$ cat config.mk
export PLATFORM = sky130hd
export DESIGN_NAME = divider_seq
export DESIGN_NICKNAME = d
export VERILOG_FILES = /design/src/rtl/div_pkg.sv /design/src/rtl/div_step.sv /design/src/rtl/divider_seq.sv
export SDC_FILE = /design/constraint.sdc
export NUM_CORES = 1
export LEC_CHECK = 0
export ABC_AREA = 1
export ABC_CLOCK_PERIOD_IN_PS = 3000
export BUFFER_PORTS_ARGS = -buffer_cell sky130_fd_sc_hd__buf_2
export CORE_MARGIN = 3
export CORE_UTILIZATION = 45
export DETAILED_ROUTE_END_ITERATION = 8
export PLACE_DENSITY = 0.67
export SLEW_MARGIN = 20
export SYNTH_ARGS = -nofsm -noshare
export SYNTH_HDL_FRONTEND = slang
export SYNTH_HIERARCHICAL = 1
export SYNTH_SLANG_ARGS = --single-unit
$ cat constraint.sdc
create_clock -name clk -period 3 [get_ports clk]
set_clock_uncertainty 0.15 [all_clocks]
set_input_delay 0 -clock clk [delete_from_list [all_inputs] [get_ports clk]]
set_output_delay 0 -clock clk [all_outputs]
set_load 0.05 [all_outputs]
$ cat src/rtl/div_pkg.sv
// Shared widths, state encoding and divide-by-zero quotient for the sequential divider.
package div_pkg;
  localparam int DIV_N = 4;
  localparam int DIV_W = 2 * DIV_N;

  typedef enum logic [1:0] {
    S_IDLE,
    S_CALC,
    S_DONE
  } state_e;

  localparam logic [DIV_W-1:0] QUOT_DBZ = {DIV_W{1'b1}};
endpackage

$ cat src/rtl/div_step.sv
// One combinational restoring-division step: shift in a dividend bit, subtract y if it fits.
module div_step
  import div_pkg::*;
#(
  parameter int N = DIV_N
) (
  input  logic [N:0]   rem_i,
  input  logic         bit_i,
  input  logic [N-1:0] y_i,
  output logic [N:0]   rem_o,
  output logic         qbit_o
);

  logic [N+1:0] shifted;
  logic [N+1:0] diff;

  // rem_i is always below y, so the shifted value fits in N+1 bits; the extra bit keeps the compare exact.
  always_comb begin
    shifted = {rem_i, bit_i};
    diff    = shifted - {2'b00, y_i};
    qbit_o  = (shifted >= {2'b00, y_i});
    rem_o   = (N+1)'(qbit_o ? diff : shifted);
  end

endmodule

$ cat src/rtl/divider_seq.sv
// Iterative unsigned restoring divider (2N-bit dividend / N-bit divisor) with valid/ready handshakes.
// Define DIVIDER_SEQ_RADIX4_EN to retire two quotient bits per cycle.
module divider_seq
  import div_pkg::*;
#(
  parameter int N = DIV_N
) (
  input  logic           clk,
  input  logic           rst_n,
  input  logic           in_valid,
  output logic           in_ready,
  input  logic [2*N-1:0] x,
  input  logic [N-1:0]   y,
  output logic           out_valid,
  input  logic           out_ready,
  output logic [2*N-1:0] q,
  output logic [N-1:0]   r,
  output logic           err
);

  localparam int W  = 2 * N;
  localparam int CW = $clog2(W);

  state_e        state_q, state_d;
  logic [N:0]    rem_q, rem_d, remNext;
  logic [W-1:0]  quot_q, quot_d, quotNext;
  logic [N-1:0]  y_q, y_d;
  logic [CW-1:0] cnt_q, cnt_d, cntStart;
  logic          err_q, err_d;

`ifdef DIVIDER_SEQ_RADIX4_EN
  logic [N:0] remMid;
  logic       qBit0, qBit1;

  div_step #(.N(N)) u_step0 (
    .rem_i (rem_q),
    .bit_i (quot_q[W-1]),
    .y_i   (y_q),
    .rem_o (remMid),
    .qbit_o(qBit0)
  );

  div_step #(.N(N)) u_step1 (
    .rem_i (remMid),
    .bit_i (quot_q[W-2]),
    .y_i   (y_q),
    .rem_o (remNext),
    .qbit_o(qBit1)
  );

  assign quotNext = {quot_q[W-3:0], qBit0, qBit1};
  assign cntStart = CW'(N - 1);
`else
  logic qBit0;

  div_step #(.N(N)) u_step0 (
    .rem_i (rem_q),
    .bit_i (quot_q[W-1]),
    .y_i   (y_q),
    .rem_o (remNext),
    .qbit_o(qBit0)
  );

  assign quotNext = {quot_q[W-2:0], qBit0};
  assign cntStart = CW'(W - 1);
`endif

  always_ff @(posedge clk or negedge rst_n) begin
    if (!rst_n) begin
      state_q <= S_IDLE;
      rem_q   <= '0;
      quot_q  <= '0;
      y_q     <= '0;
      cnt_q   <= '0;
      err_q   <= 1'b0;
    end else begin
      state_q <= state_d;
      rem_q   <= rem_d;
      quot_q  <= quot_d;
      y_q     <= y_d;
      cnt_q   <= cnt_d;
      err_q   <= err_d;
    end
  end

  // The quotient register doubles as the dividend shifter: its MSB feeds the next step.
  always_comb begin
    state_d = state_q;
    rem_d   = rem_q;
    quot_d  = quot_q;
    y_d     = y_q;
    cnt_d   = cnt_q;
    err_d   = err_q;
    unique case (state_q)
      S_IDLE: begin
        if (in_valid && in_ready) begin
          y_d = y;
          if (y == '0) begin
            quot_d  = W'(QUOT_DBZ);
            rem_d   = {1'b0, x[N-1:0]};
            err_d   = 1'b1;
            state_d = S_DONE;
          end else begin
            quot_d  = x;
            rem_d   = '0;
            err_d   = 1'b0;
            cnt_d   = cntStart;
            state_d = S_CALC;
          end
        end
      end
      S_CALC: begin
        rem_d  = remNext;
        quot_d = quotNext;
        if (cnt_q == '0) begin
          state_d = S_DONE;
        end else begin
          cnt_d = cnt_q - 1'b1;
        end
      end
      S_DONE: begin
        if (out_ready) begin
          state_d = S_IDLE;
        end
      end
      default: state_d = S_IDLE;
    endcase
  end

  // Ready is masked by rst_n so it stays low for the whole reset pulse.
  assign in_ready  = rst_n && (state_q == S_IDLE);
  assign out_valid = (state_q == S_DONE);
  assign q         = quot_q;
  assign r         = rem_q[N-1:0];
  assign err       = err_q;

endmodule

## After elaboration in Yosys (flattened, before gate mapping)

Cells that the tools add are included.

| word-level totals | value |
|---|---|
| output and inout bits | 15 |
| bits in registers | 23 |
| logic and storage cells | 43 |

| operators by class | value |
|---|---|
| $lt $le $gt $ge | 1 |
| mux-type cells | 17 |
| equality and inequality tests | 7 |
| add/sub/neg operators | 2 |
| reductions and logical operators | 10 |

Operator list:

| kind | count |
|---|---|
| 2-to-1 mux 8 bit | 2 |
| one-hot mux 8 bit (2 select lines) | 1 |
| 2-to-1 mux 5 bit | 2 |
| one-hot mux 5 bit (2 select lines) | 1 |
| 2-to-1 mux 3 bit | 3 |
| 2-to-1 mux 2 bit | 4 |
| inequality test 2 bit, second input constant | 4 |
| >= comparator 6 x 4 -> 1 bit | 1 |
| one-hot mux 2 bit (3 select lines) | 1 |
| one-hot mux 3 bit (2 select lines) | 1 |
| subtractor 5 x 4 -> 5 bit | 1 |
| zero test 4 bit | 1 |
| 2-to-1 mux 4 bit | 1 |
| AND reduction 2 bit | 2 |
| AND reduction 4 bit | 1 |
| zero test 3 bit | 1 |
| AND reduction 3 bit | 1 |
| subtractor 3 x 1 -> 3 bit, second input constant | 1 |
| == test 2 x 1 -> 1 bit, second input constant | 1 |
| == test 2 bit, second input constant | 1 |
| logical AND 1 bit | 2 |
| zero test 2 bit | 1 |
| inequality test 2 x 1 -> 1 bit, second input constant | 1 |
| nonzero test 2 bit | 1 |
| 2-to-1 mux 1 bit | 1 |

## Logic depth before layout (Yosys ltp)

Gate-level depths: netlist (run 1).

| logic depth | value |
|---|---|
| depth after elaboration | 5 |
| mapped depth | 14 |
| gate-level depth less buffers | 14 |

## Modules after synthesis

Netlist (run 1), hierarchy kept.

Modules (own cells, without submodules):

| module | instances | seq. area each (um2) | cells each | area each (um2) |
|---|---|---|---|---|
| divider_seq | 1 | 575.6 | 165 | 1255.0 |
| div_step | 1 | 0.0 | 45 | 285.3 |

## Worst setup path after synthesis (run 1)

OpenSTA, ideal clock, no wires.

| path | value |
|---|---|
| kind | reg-to-reg |
| from | register quot_q[7] (netlist: q[7]) |
| to | register rem_q[3] |
| clock period less this slack | 2170 ps |
| path slack | 830 ps |
| arrival time | 1903 ps |
| library setup time | 116 ps |
| cell stages (with the launch flop) | 15 |
| buffers on the path | 0 |
| path through | dfrtp_1 > inv_1 > ha_1 > inv_1 > fa_1 > nand2_1 > nand2_2 > nand2_4 > nand3_4 > nand2_2 > nand2_2 > nand2_1 > o21ai_0 > nand2_1 > nand2_1 |

| between the ends | value |
|---|---|
| cells in the longest elaborated chain, start to end | 3 |

RTL lines:

| element | line | source |
|---|---|---|
| from (decl) | divider_seq.sv:26 | `logic [W-1:0] quot_q, quot_d, quotNext;` |
| from (signal assigned) | divider_seq.sv:79 | `quot_q <= quot_d;` |
| >= comparator 6 x 4 -> 1 bit | div_step.sv:21 | `qbit_o = (shifted >= {2'b00, y_i});` |
| via qBit0 | divider_seq.sv:54 | `logic qBit0;` |
| 2-to-1 mux 5 bit | div_step.sv:22 | `rem_o = (N+1)'(qbit_o ? diff : shifted);` |
| via remNext[3] | divider_seq.sv:25 | `logic [N:0] rem_q, rem_d, remNext;` |
| one-hot mux 5 bit (2 select lines) | divider_seq.sv:94 | `unique case (state_q)` |
| to (signal assigned) | divider_seq.sv:78 | `rem_q <= rem_d;` |
| to (decl) | divider_seq.sv:25 |  |

The timed path passes the listed nets, and every way through them passes these cells.
A chain may end at the register's enable or synchronous reset.

## Worst setup path in the final report (run 1)

| path | value |
|---|---|
| from | register state_q[0] |
| to | register y_q[1] |

| between the ends | value |
|---|---|
| cells in the longest elaborated chain, start to end | 4 |

RTL lines:

| element | line | source |
|---|---|---|
| from (decl) | divider_seq.sv:24 | `state_e state_q, state_d;` |
| from (signal assigned) | divider_seq.sv:77 | `state_q <= state_d;` |
| zero test 2 bit (*) | divider_seq.sv:94, divider_seq.sv:131 |  |
| logical AND 1 bit | divider_seq.sv:131 | `assign in_ready = rst_n && (state_q == S_IDLE);` |
| logical AND 1 bit | divider_seq.sv:96 | `if (in_valid && in_ready) begin` |
| AND reduction 2 bit (no source line) (*) | - |  |
| to (signal assigned) | divider_seq.sv:80 | `y_q <= y_d;` |
| to (decl) | divider_seq.sv:27 | `logic [N-1:0] y_q, y_d;` |

Mark *: on every way between the ends. The rest lies on a longest branch, timed or not.

==> results of run 1 <==
[registers in the layout, summed over array words and instances, names as in the netlist]
signal   count
err          1
y_q          4
q            8
cnt_q        3
state_q      2
rem_q        5
[power by group through the flow]
stage	combinational, mW	sequential [mW]	clock, mW
global placement	1.42	0.569	0
finish	1.52	0.565	0.149
global route	1.71	0.587	0.162
detailed placement	1.44	0.570	0
CTS	1.51	0.563	0.154
floorplan	1.03	0.740	0
[worst register-to-register path: stages (launching register included)]
cell           delay [ns]
dfrtp_1              0.47
nor2_4               0.19
nand3_4              0.14
inv_1                0.15
nand2_1              0.06
dlygate4sd3_1        0.57
nand2_1              0.06
dlygate4sd3_1        0.55
[worst paths after layout]
check                                  startpoint                   end  slack, ns  depth (start not counted)
setup / recovery           state_q[0]$_DFFE_PN0P_    y_q[1]$_DFFE_PN0P_       0.60                          7
hold / removal                              rst_n  rem_q[3]$_DFFE_PN0P_       0.13                          3
setup reg to reg           state_q[0]$_DFFE_PN0P_    y_q[1]$_DFFE_PN0P_       0.60                          7
hold reg to reg                   err$_DFFE_PN0P_       err$_DFFE_PN0P_       0.35                          2
max in group asynchronous                   rst_n    y_q[1]$_DFFE_PN0P_       2.34                          3
min in group clk                  err$_DFFE_PN0P_       err$_DFFE_PN0P_       0.35                          2
[cell usage after synthesis]
library cell / count
ha_1: 6
o22ai_1: 1
nand2_4: 2
a21oi_1: 1
buf_4: 4
inv_1: 24
nand3_1: 14
fa_1: 1
o21ai_1: 4
o21ai_0: 8
nor2_4: 3
nand3_4: 2
nand4_1: 7
nand2_2: 4
nand2_1: 77
or2_4: 1
xor2_1: 1
nor2_2: 1
nor2_1: 17
buf_6: 4
dfrtp_1: 23
nand3b_1: 2
inv_2: 3
[cell usage in the layout, fill, tap and decap left out]
| master | instances |
|---|---|
| nand2_1 | 77 |
| buf_2 | 30 |
| inv_1 | 24 |
| dfrtp_1 | 23 |
| dlygate4sd3_1 | 22 |
| nor2_1 | 17 |
| nand3_1 | 14 |
| o21ai_0 | 8 |
| nand4_1 | 7 |
| ha_1 | 6 |
| nand2_2 | 4 |
| o21ai_1 | 4 |
| nor2_4 | 3 |
| inv_2 | 3 |
| clkbuf_4 | 3 |
| nand3_4 | 2 |
| nand2_4 | 2 |
| nand3b_1 | 2 |
| o22ai_1 | 1 |
| clkinv_2 | 1 |
| buf_4 | 1 |
| nor2_2 | 1 |
| or2_4 | 1 |
| a21oi_1 | 1 |
| xor2_1 | 1 |
| fa_1 | 1 |
[metal layers]
layer	GRT usage	wire (um)
met2	0.3802	2017
met3	0.04159	194
met5	0	0
met1	0.2588	1572
met4	0.04485	32
[stage by stage]
stage | power, mW | setup WS [ns] | hold slack [ns] | cell area, um2 | instances
floorplan | 1.774 | 0.8302 | -0.4456 | 1540 | 210
global placement | 1.991 | 1.003 | -0.03747 | 1678 | 277
detailed placement | 2.007 | 0.8950 | -0.04362 | 1678 | 277
CTS | 2.232 | 0.6524 | 0.1390 | 1926 | 303
global route | 2.454 | 0.4779 | 0.1615 | 1926 | 303
finish | 2.229 | 0.6038 | 0.1298 | 1926 | 303
[area by class of cell]
cell class | instances | area (um2) | area share
clock buffer | 3 | 22.52 | 0.01170
clock inverter | 1 | 5.005 | 0.002599
inverter | 27 | 101.3 | 0.05263
multi-input combinational | 152 | 788.3 | 0.4094
sequential | 23 | 575.6 | 0.2989
tap | 44 | 55.05 | 0.02859
timing repair buffer | 53 | 377.9 | 0.1962
[cells by family (layout without fill, tap and decap cells)]
kind of cell / after synthesis / count (layout)
xor+xnor: 1 / 1
compound gates: 14 / 14
fa+ha+maj: 7 / 7
simple gates: 130 / 130
buf+inv: 35 / 84
flops: 23 / 23
==> results.yml, run 1 <==
status:
  outcome: "finished, final reports clean"
global_route:
  grt_pass1_vias: 1444
  antenna_found_initial: 0
  grt-ovfl-total: 0
  grtUsageTotal: 0.2106
  grt_start_max_net_pins: 25
  grt_first_pass_wirelength_mm: 6.810
clocking:
  cts_num_sinks: 23
  clk_path_buf_depth: 2
  cts_resized: 0
  cts_buffers: 3
  root_buffer: "clkbuf_4"
  cts.clk_slew.worst_paths_ns: 0.13
  h-tree-depth: 1
  cts_tree: "yes"
  hold_buffers: 22
  clk_latency_ns: 0.32
  post_cts_buffers: 0
yosys:
  synth_nets: 233
  ys_ff_latch: 23
  synth_mux_area_frac: 0
  synth_compound_area_frac: 0.04630
  synthTopCellsByArea: "dfrtp_1 (37%), nand2_1 (19%), inv_1 (5.8%), ha_1 (4.9%), nand3_1 (4.5%)"
  yosysUniqueCellTypes: 23
  yosys.area.top_type: "dfrtp_1"
  postSynthAreaPerCell_um2: 7.334
  ys_warn_count: 6
  synthDominantCellAreaShare: 0.3737
  ys_seq_area_frac: 0.3737
  syn-cell-area_mm2: 0.001540
  synthSimpleGateAreaFrac: 0.3981
  synth_top_family_by_area: "simple AND/OR/NAND/NOR gates"
  yosys.area_share.adder: 0.06174
  synthCells: 210
  synthXorXnorAreaFrac: 0.005686
placed_design:
  place.port_buffers: 30
  place.gp.congestion: 0.8765
  hpwlAfterDp_mm: 2.669
setup_path:
  startpoint_type: "register"
  crit_arrival_ns: 2.51
  crit_path_cell_trace: "nor2_4 > nand3_4 > inv_1 > nand2_1 > dlygate4sd3_1 > nand2_1 > dlygate4sd3_1"
  required_ns: 3.11
  end_kind: "register"
  cp_top_family: "buffers and inverters"
  critPathSlowestCell: "dlygate4sd3_1"
  crit_type: "register to register"
  cp_num_buf_inv: 3
  path_max_fanout: 7
  crit_path_max_incr_delay_ns: 0.57
floorplan:
  die_w_um: 64.51
  initial_core_util: 0.4885
  core.rowCount: 20
  core_area_mm2: 0.003153
  num_io_pins: 31
  die_area_mm2: 0.004161
  dieHeight_um: 64.51
finish:
  drive_gt1_frac: 0.1969
  antenna_cells: 0
  final_core_util: 0.6107
  n_fill_cell: 297
  area_delta_synth_final_pct: 25.02
  nNetsFinal: 283
timing:
  final_max_slew_viol_count: 0
  hold_violations: 0
  tightest_slew_ns: 0.3786
  period_share: 0.7987
  setup_viol: 0
  period_minus_slack_ns: 2.396
  tns_ns: 0
  max_slew_margin: 0.7470
  rsz0062_at_grt: "no"
  max_freq_ghz: 0.4173
power:
  ir_worst_vdd_mv: 0.7222
  powerDensity_mw_per_mm2: 1158
  seq_power_share: 0.253
  clkPwrFrac: 0.067
  swShare: 0.5530
  net-switching-power_mw: 1.233
  pwr-share-comb: 0.680
  p_leak_nw: 1.072
  p_int_uw: 996.3
job:
  max-cap-violations: 0
drt:
  remaining_drc_errors: 0
  via_per_inst: 4.835
  dr.pass1.iters: 4
  vias: 1465
  ant_nets: 0
  drt-total-wl_mm: 3.817
  wire_per_inst_um: 12.60
  drtIter0Drc: 100
hold_path:
  hold_class: "primary input to asynchronous set/reset pin"
(Power assumes the default switching activity.)
==> run 2, diff against run 1 <==
--- a/config.mk
+++ b/config.mk
@@ -6,7 +6,7 @@
 export NUM_CORES = 1
 export LEC_CHECK = 0
 export ABC_AREA = 1
-export ABC_CLOCK_PERIOD_IN_PS = 3000
+export ABC_CLOCK_PERIOD_IN_PS = 2380
 export BUFFER_PORTS_ARGS = -buffer_cell sky130_fd_sc_hd__buf_2
 export CORE_MARGIN = 3
 export CORE_UTILIZATION = 45
==> constraint.sdc (replaced) <==
create_clock -name clk -period 2.38 [get_ports clk]
set_clock_uncertainty 0.15 [all_clocks]
set_input_delay 0 -clock clk [delete_from_list [all_inputs] [get_ports clk]]
set_output_delay 0 -clock clk [all_outputs]
set_load 0.05 [all_outputs]
==> run 2 against run 1 <==
Net effect: design area is 2.5% higher; hold slack worse by 0.0027 ns; register-to-register slack worse by 0.44 ns; sequential power is 25% higher.
==> results.yml, run 2 (synthesis results as in run 1) <==
status:
  outcome: "finished, final reports clean"
setup_path:
  path_max_fanout: 5
  ff2ff_path_depth: 7
  required_ns: 2.49
  crit_arrival_ns: 2.32
  startpoint_type: "register"
  end_kind: "register"
  crit_type: "register to register"
timing:
  rsz0062_at_grt: "no"
  tightest_slew_ns: 0.3818
  max_slew_margin: 0.7448
  period_share: 0.9318
  setup_ws_ns: 0.1623
  setup_viol: 0
  max_freq_ghz: 0.4509
  hold_violations: 0
  final_max_slew_viol_count: 0
  tns_ns: 0
  period_minus_slack_ns: 2.218
floorplan:
  die_area_mm2: 0.004161
  die_w_um: 64.51
  initial_core_util: 0.4885
  core_area_mm2: 0.003153
  core.rowCount: 20
  num_io_pins: 31
  dieHeight_um: 64.51
power:
  powerDensity_mw_per_mm2: 1440
  ir_worst_vdd_mv: 0.8038
  p_leak_nw: 1.086
  p_total_mw: 2.841
global_route:
  grt-ovfl-total: 0
  grt_start_max_net_pins: 25
  grt_first_pass_wirelength_mm: 6.437
  grtUsageTotal: 0.1957
  grt_pass1_vias: 1382
  antenna_found_initial: 0
finish:
  final_common_cell: "nand2_1"
  area_delta_synth_final_pct: 28.11
  mostFrequentLayoutCells: "nand2_1 (77), buf_2 (30), dlygate4sd3_1 (24)"
  antenna_cells: 0
  drive_gt1_frac: 0.2159
  largest_reg_flops: 8
  nNetsFinal: 288
  instances_no_fill: 308
drt:
  drtIter0Drc: 83
  dr.pass1.iters: 4
  drt-total-wl_mm: 3.717
  wire_per_inst_um: 12.07
  ant_nets: 0
  via_per_inst: 4.769
  remaining_drc_errors: 0
  vias: 1469
hold_path:
  hold_class: "primary input to asynchronous set/reset pin"
placed_design:
  place.port_buffers: 30
  place.gp.congestion: 0.8729
  dp_cells: 277
  hpwlAfterDp_mm: 2.630
  dp_slack_ns: 0.2907
job:
  max-cap-violations: 0
clocking:
  cts_tree: "yes"
  cts.clk_slew.worst_paths_ns: 0.13
  cts_buffers: 3
  h-tree-depth: 1
  clk_latency_ns: 0.31
  cts_num_sinks: 23
  clk_path_buf_depth: 2
  root_buffer: "clkbuf_4"
[run 2: cell count changes in the layout (fill, tap and decap cells not counted)]
cell           before  now
dfrtp_1            23   21
buf_4               1    4
inv_1              24   23
dfrtp_2             0    2
inv_4               0    1
dlygate4sd3_1      22   24
[run 2: path summary, 6_finish.rpt]
path / slack [ns] / startpoint / to
setup / recovery: 0.16 / state_q[1]$_DFFE_PN0P_ / y_q[3]$_DFFE_PN0P_
hold / removal: 0.13 / rst_n / q[2]$_DFFE_PN0P_
setup reg to reg: 0.16 / state_q[1]$_DFFE_PN0P_ / y_q[3]$_DFFE_PN0P_
hold reg to reg: 0.35 / err$_DFFE_PN0P_ / err$_DFFE_PN0P_
max in group asynchronous: 1.70 / rst_n / state_q[0]$_DFFE_PN0P_
min in group clk: 0.35 / err$_DFFE_PN0P_ / err$_DFFE_PN0P_
[run 2: power breakdown]
| group | internal [mW] | switching [mW] |
|---|---|---|
| logic | 0.657 | 1.29 |
| clock network | 0.0628 | 0.117 |
| registers | 0.566 | 0.143 |
| total | 1.29 | 1.55 |
[run 2: final cells by class]
type | count | area (um2)
fillers | 311 | 1180
multi-input cells | 152 | 788.3
flip-flops and latches | 23 | 578.1
repair buffers | 58 | 420.4
inverters | 27 | 103.9
well taps | 44 | 55.05
clock buffers | 3 | 22.52
clock inverters | 1 | 5.005
[run 2: repair_timing]
item                       4_1_cts  5_1_grt
hold endpoints to repair        41        0
hold buffers                    24        0
setup endpoints to repair        0        4
buffers inserted                 0        3
gates resized for setup          0        4
[run 2: worst max-delay path, stage by stage, from the launching register on]
cell and delay, ns:
dfrtp_2 0.46, nor2_4 0.16, nand3_4 0.11, inv_4 0.08, nand2_1 0.06, dlygate4sd3_1 0.55
nand2_1 0.06, dlygate4sd3_1 0.55
[run 2: through the flow]
stage          area, um2  hold slack (ns)    util
6_report            1973           0.1271  0.6258
5_1_grt             1973           0.1471  0.6258
4_1_cts             1946           0.1401  0.6171
3_5_place_dp        1678         -0.04576  0.5321
3_3_place_gp        1678         -0.03713  0.5321
2_1_floorplan       1540          -0.4456       -
[run 2: per-layer routing]
| layer | vias to the layer above | part of all wire | GRT usage |
|---|---|---|---|
| met2 | 23 | 0.51 | 0.3441 |
| met5 | - | 0 | 0 |
| met4 | 0 | 0.0040 | 0.03166 |
| met1 | 679 | 0.45 | 0.2514 |
| li1 | 765 | - | - |
| met3 | 2 | 0.035 | 0.03986 |
==> run 3, diff against run 2 <==
--- a/config.mk
+++ b/config.mk
@@ -7,11 +7,10 @@
 export LEC_CHECK = 0
 export ABC_AREA = 1
 export ABC_CLOCK_PERIOD_IN_PS = 2380
-export BUFFER_PORTS_ARGS = -buffer_cell sky130_fd_sc_hd__buf_2
 export CORE_MARGIN = 3
 export CORE_UTILIZATION = 45
 export DETAILED_ROUTE_END_ITERATION = 8
-export PLACE_DENSITY = 0.67
+export DONT_BUFFER_PORTS = 1
 export SLEW_MARGIN = 20
 export SYNTH_ARGS = -nofsm -noshare
 export SYNTH_HDL_FRONTEND = slang
==> run 3 against run 2 <==
Net effect: clock power grew 3%; flip-flop and latch count unchanged; via count down 1.2%; hold slack better by 0.082 ns; maximum frequency fell by 1.5%; critical path type unchanged; critical endpoint is now y_q[2]$_DFFE_PN0P_; largest cell class unchanged; largest power group unchanged.
==> results.yml, run 3 (synthesis results as in run 1) <==
finish:
  antenna_cells: 0
  drive_gt1_frac: 0.1382
  regArea_um2: 578.1
  mostFrequentLayoutCells: "nand2_1 (77), dlygate4sd3_1 (29), inv_1 (23)"
  multi_input_area_um2: 788.3
  nNetsFinal: 270
  area_delta_synth_final_pct: 25.67
  final_common_cell: "nand2_1"
  n_fill_cell: 299
  final_core_util: 0.6139
  largest_reg_flops: 8
timing:
  setup_viol: 0
  max_freq_ghz: 0.4440
  period_minus_slack_ns: 2.252
  rsz0062_at_grt: "no"
  max_slew_margin: 0.6468
  final_max_slew_viol_count: 0
  tightest_slew_ns: 0.5297
  period_share: 0.9463
  hold_violations: 0
  tns_ns: 0
floorplan:
  die_area_mm2: 0.004161
  die_w_um: 64.51
  initial_core_util: 0.4885
  num_io_pins: 31
  dieHeight_um: 64.51
  core.rowCount: 20
  core_area_mm2: 0.003153
setup_path:
  end_kind: "register"
  cp_num_buf_inv: 3
  critical_path.reg2reg.startpoint: "state_q[1]$_DFFE_PN0P_"
  crit_type: "register to register"
  startpoint_type: "register"
  crit_arrival_ns: 2.36
  critPathSlowestCell: "dlygate4sd3_1"
  rrSetupSlack_ns: 0.13
  required_ns: 2.49
  crit_path_cell_trace: "nor2_4 > nand3_4 > inv_4 > nand2_1 > dlygate4sd3_1 > nand2_1 > dlygate4sd3_1"
  path_max_fanout: 7
  crit_path_max_incr_delay_ns: 0.55
  ff2ff_path_depth: 7
  r2r-end: "y_q[2]$_DFFE_PN0P_"
  cp_top_family: "buffers and inverters"
  crit_cells: 7
clocking:
  cts_buffers: 3
  clk_latency_ns: 0.32
  h-tree-depth: 1
  cts_num_sinks: 23
  cts_tree: "yes"
  root_buffer: "clkbuf_4"
  clk_path_buf_depth: 2
  cts.clk_slew.worst_paths_ns: 0.13
drt:
  ant_nets: 0
  drt-total-wl_mm: 3.606
  drtIter0Drc: 34
  via_per_inst: 5.003
  vias: 1451
  dr.pass1.iters: 4
  wire_per_inst_um: 12.43
  remaining_drc_errors: 0
placed_design:
  place.port_buffers: 0
  hpwlAfterDp_mm: 2.514
  place.gp.congestion: 0.8191
global_route:
  grt_pass1_vias: 1481
  grt_start_max_net_pins: 24
  grt_first_pass_wirelength_mm: 6.396
  grt-ovfl-total: 0
  antenna_found_initial: 0
  grtUsageTotal: 0.1951
power:
  ir_worst_vdd_mv: 0.6504
  powerDensity_mw_per_mm2: 1459
  p_leak_nw: 1.008
hold_path:
  hold_class: "primary input to asynchronous set/reset pin"
job:
  max-cap-violations: 0
status:
  outcome: "finished, final reports clean"
[run 3: cell types whose count changed in the layout (fill, tap and decap cells not counted)]
cell and change:
dlygate4sd3_1 +5, buf_4 +5, buf_12 +1, buf_2 -29
[run 3: timing repair]
item	4_1_cts	5_1_grt
hold endpoints to repair	45	0
hold buffers	31	0
buffers inserted	0	3
setup endpoints to repair	0	4
gates resized for setup	0	4
[run 3: metrics by stage]
stage / power (mW) / hold WS (ns) / std cells / area [um2] / setup WS, ns
2_1_floorplan: 2.236 / -0.4456 / 210 / 1540 / 0.2102
3_3_place_gp: 2.417 / -0.4449 / 252 / 1565 / 0.4068
3_5_place_dp: 2.458 / -0.4448 / 252 / 1565 / 0.3282
4_1_cts: 2.792 / 0.3065 / 287 / 1913 / 0.03642
5_1_grt: 3.113 / 0.2530 / 290 / 1936 / 0.001839
6_report: 2.825 / 0.2089 / 290 / 1936 / 0.1279
[run 3: power breakdown]
group / switching [mW] / internal (mW)
logic: 1.05 / 0.666
clock network: 0.122 / 0.0629
registers: 0.365 / 0.561
[run 3: layer usage]
metal,routed length [um],GRT usage,vias to the layer above,share of wire
li1,-,-,724,-
met1,1602,0.2486,672,0.44
met2,1711,0.3273,45,0.47
met3,217,0.04159,10,0.060
met4,76,0.06596,0,0.021
met5,0,0,-,0
[run 3: cell type report]
class,count,area share
Multi-Input combinational cell,152,0.4072
Tap cell,44,0.02844
Inverter,27,0.05365
Timing Repair Buffer,40,0.1978
Clock buffer,3,0.01164
Sequential cell,23,0.2986
Clock inverter,1,0.002586
[run 3: worst max-delay path by stage]
stage,startpoint,to,slack (ns)
after floorplan,q[7]$_DFFE_PN0P_,rem_q[3]$_DFFE_PN0P_,0.21
after global placement,q[7]$_DFFE_PN0P_,rem_q[3]$_DFFE_PN0P_,0.41
after detailed placement,q[7]$_DFFE_PN0P_,rem_q[2]$_DFFE_PN0P_,0.33
after CTS,state_q[0]$_DFFE_PN0P_,y_q[2]$_DFFE_PN0P_,0.04
after global routing,state_q[1]$_DFFE_PN0P_,y_q[2]$_DFFE_PN0P_,0.002
final,state_q[1]$_DFFE_PN0P_,y_q[2]$_DFFE_PN0P_,0.13
[run 3: worst reg2reg max path, cell delays in order (launching register included)]
cell	delay, ns
dfrtp_2	0.46
nor2_4	0.15
nand3_4	0.15
inv_4	0.10
nand2_1	0.05
dlygate4sd3_1	0.55
nand2_1	0.05
dlygate4sd3_1	0.54
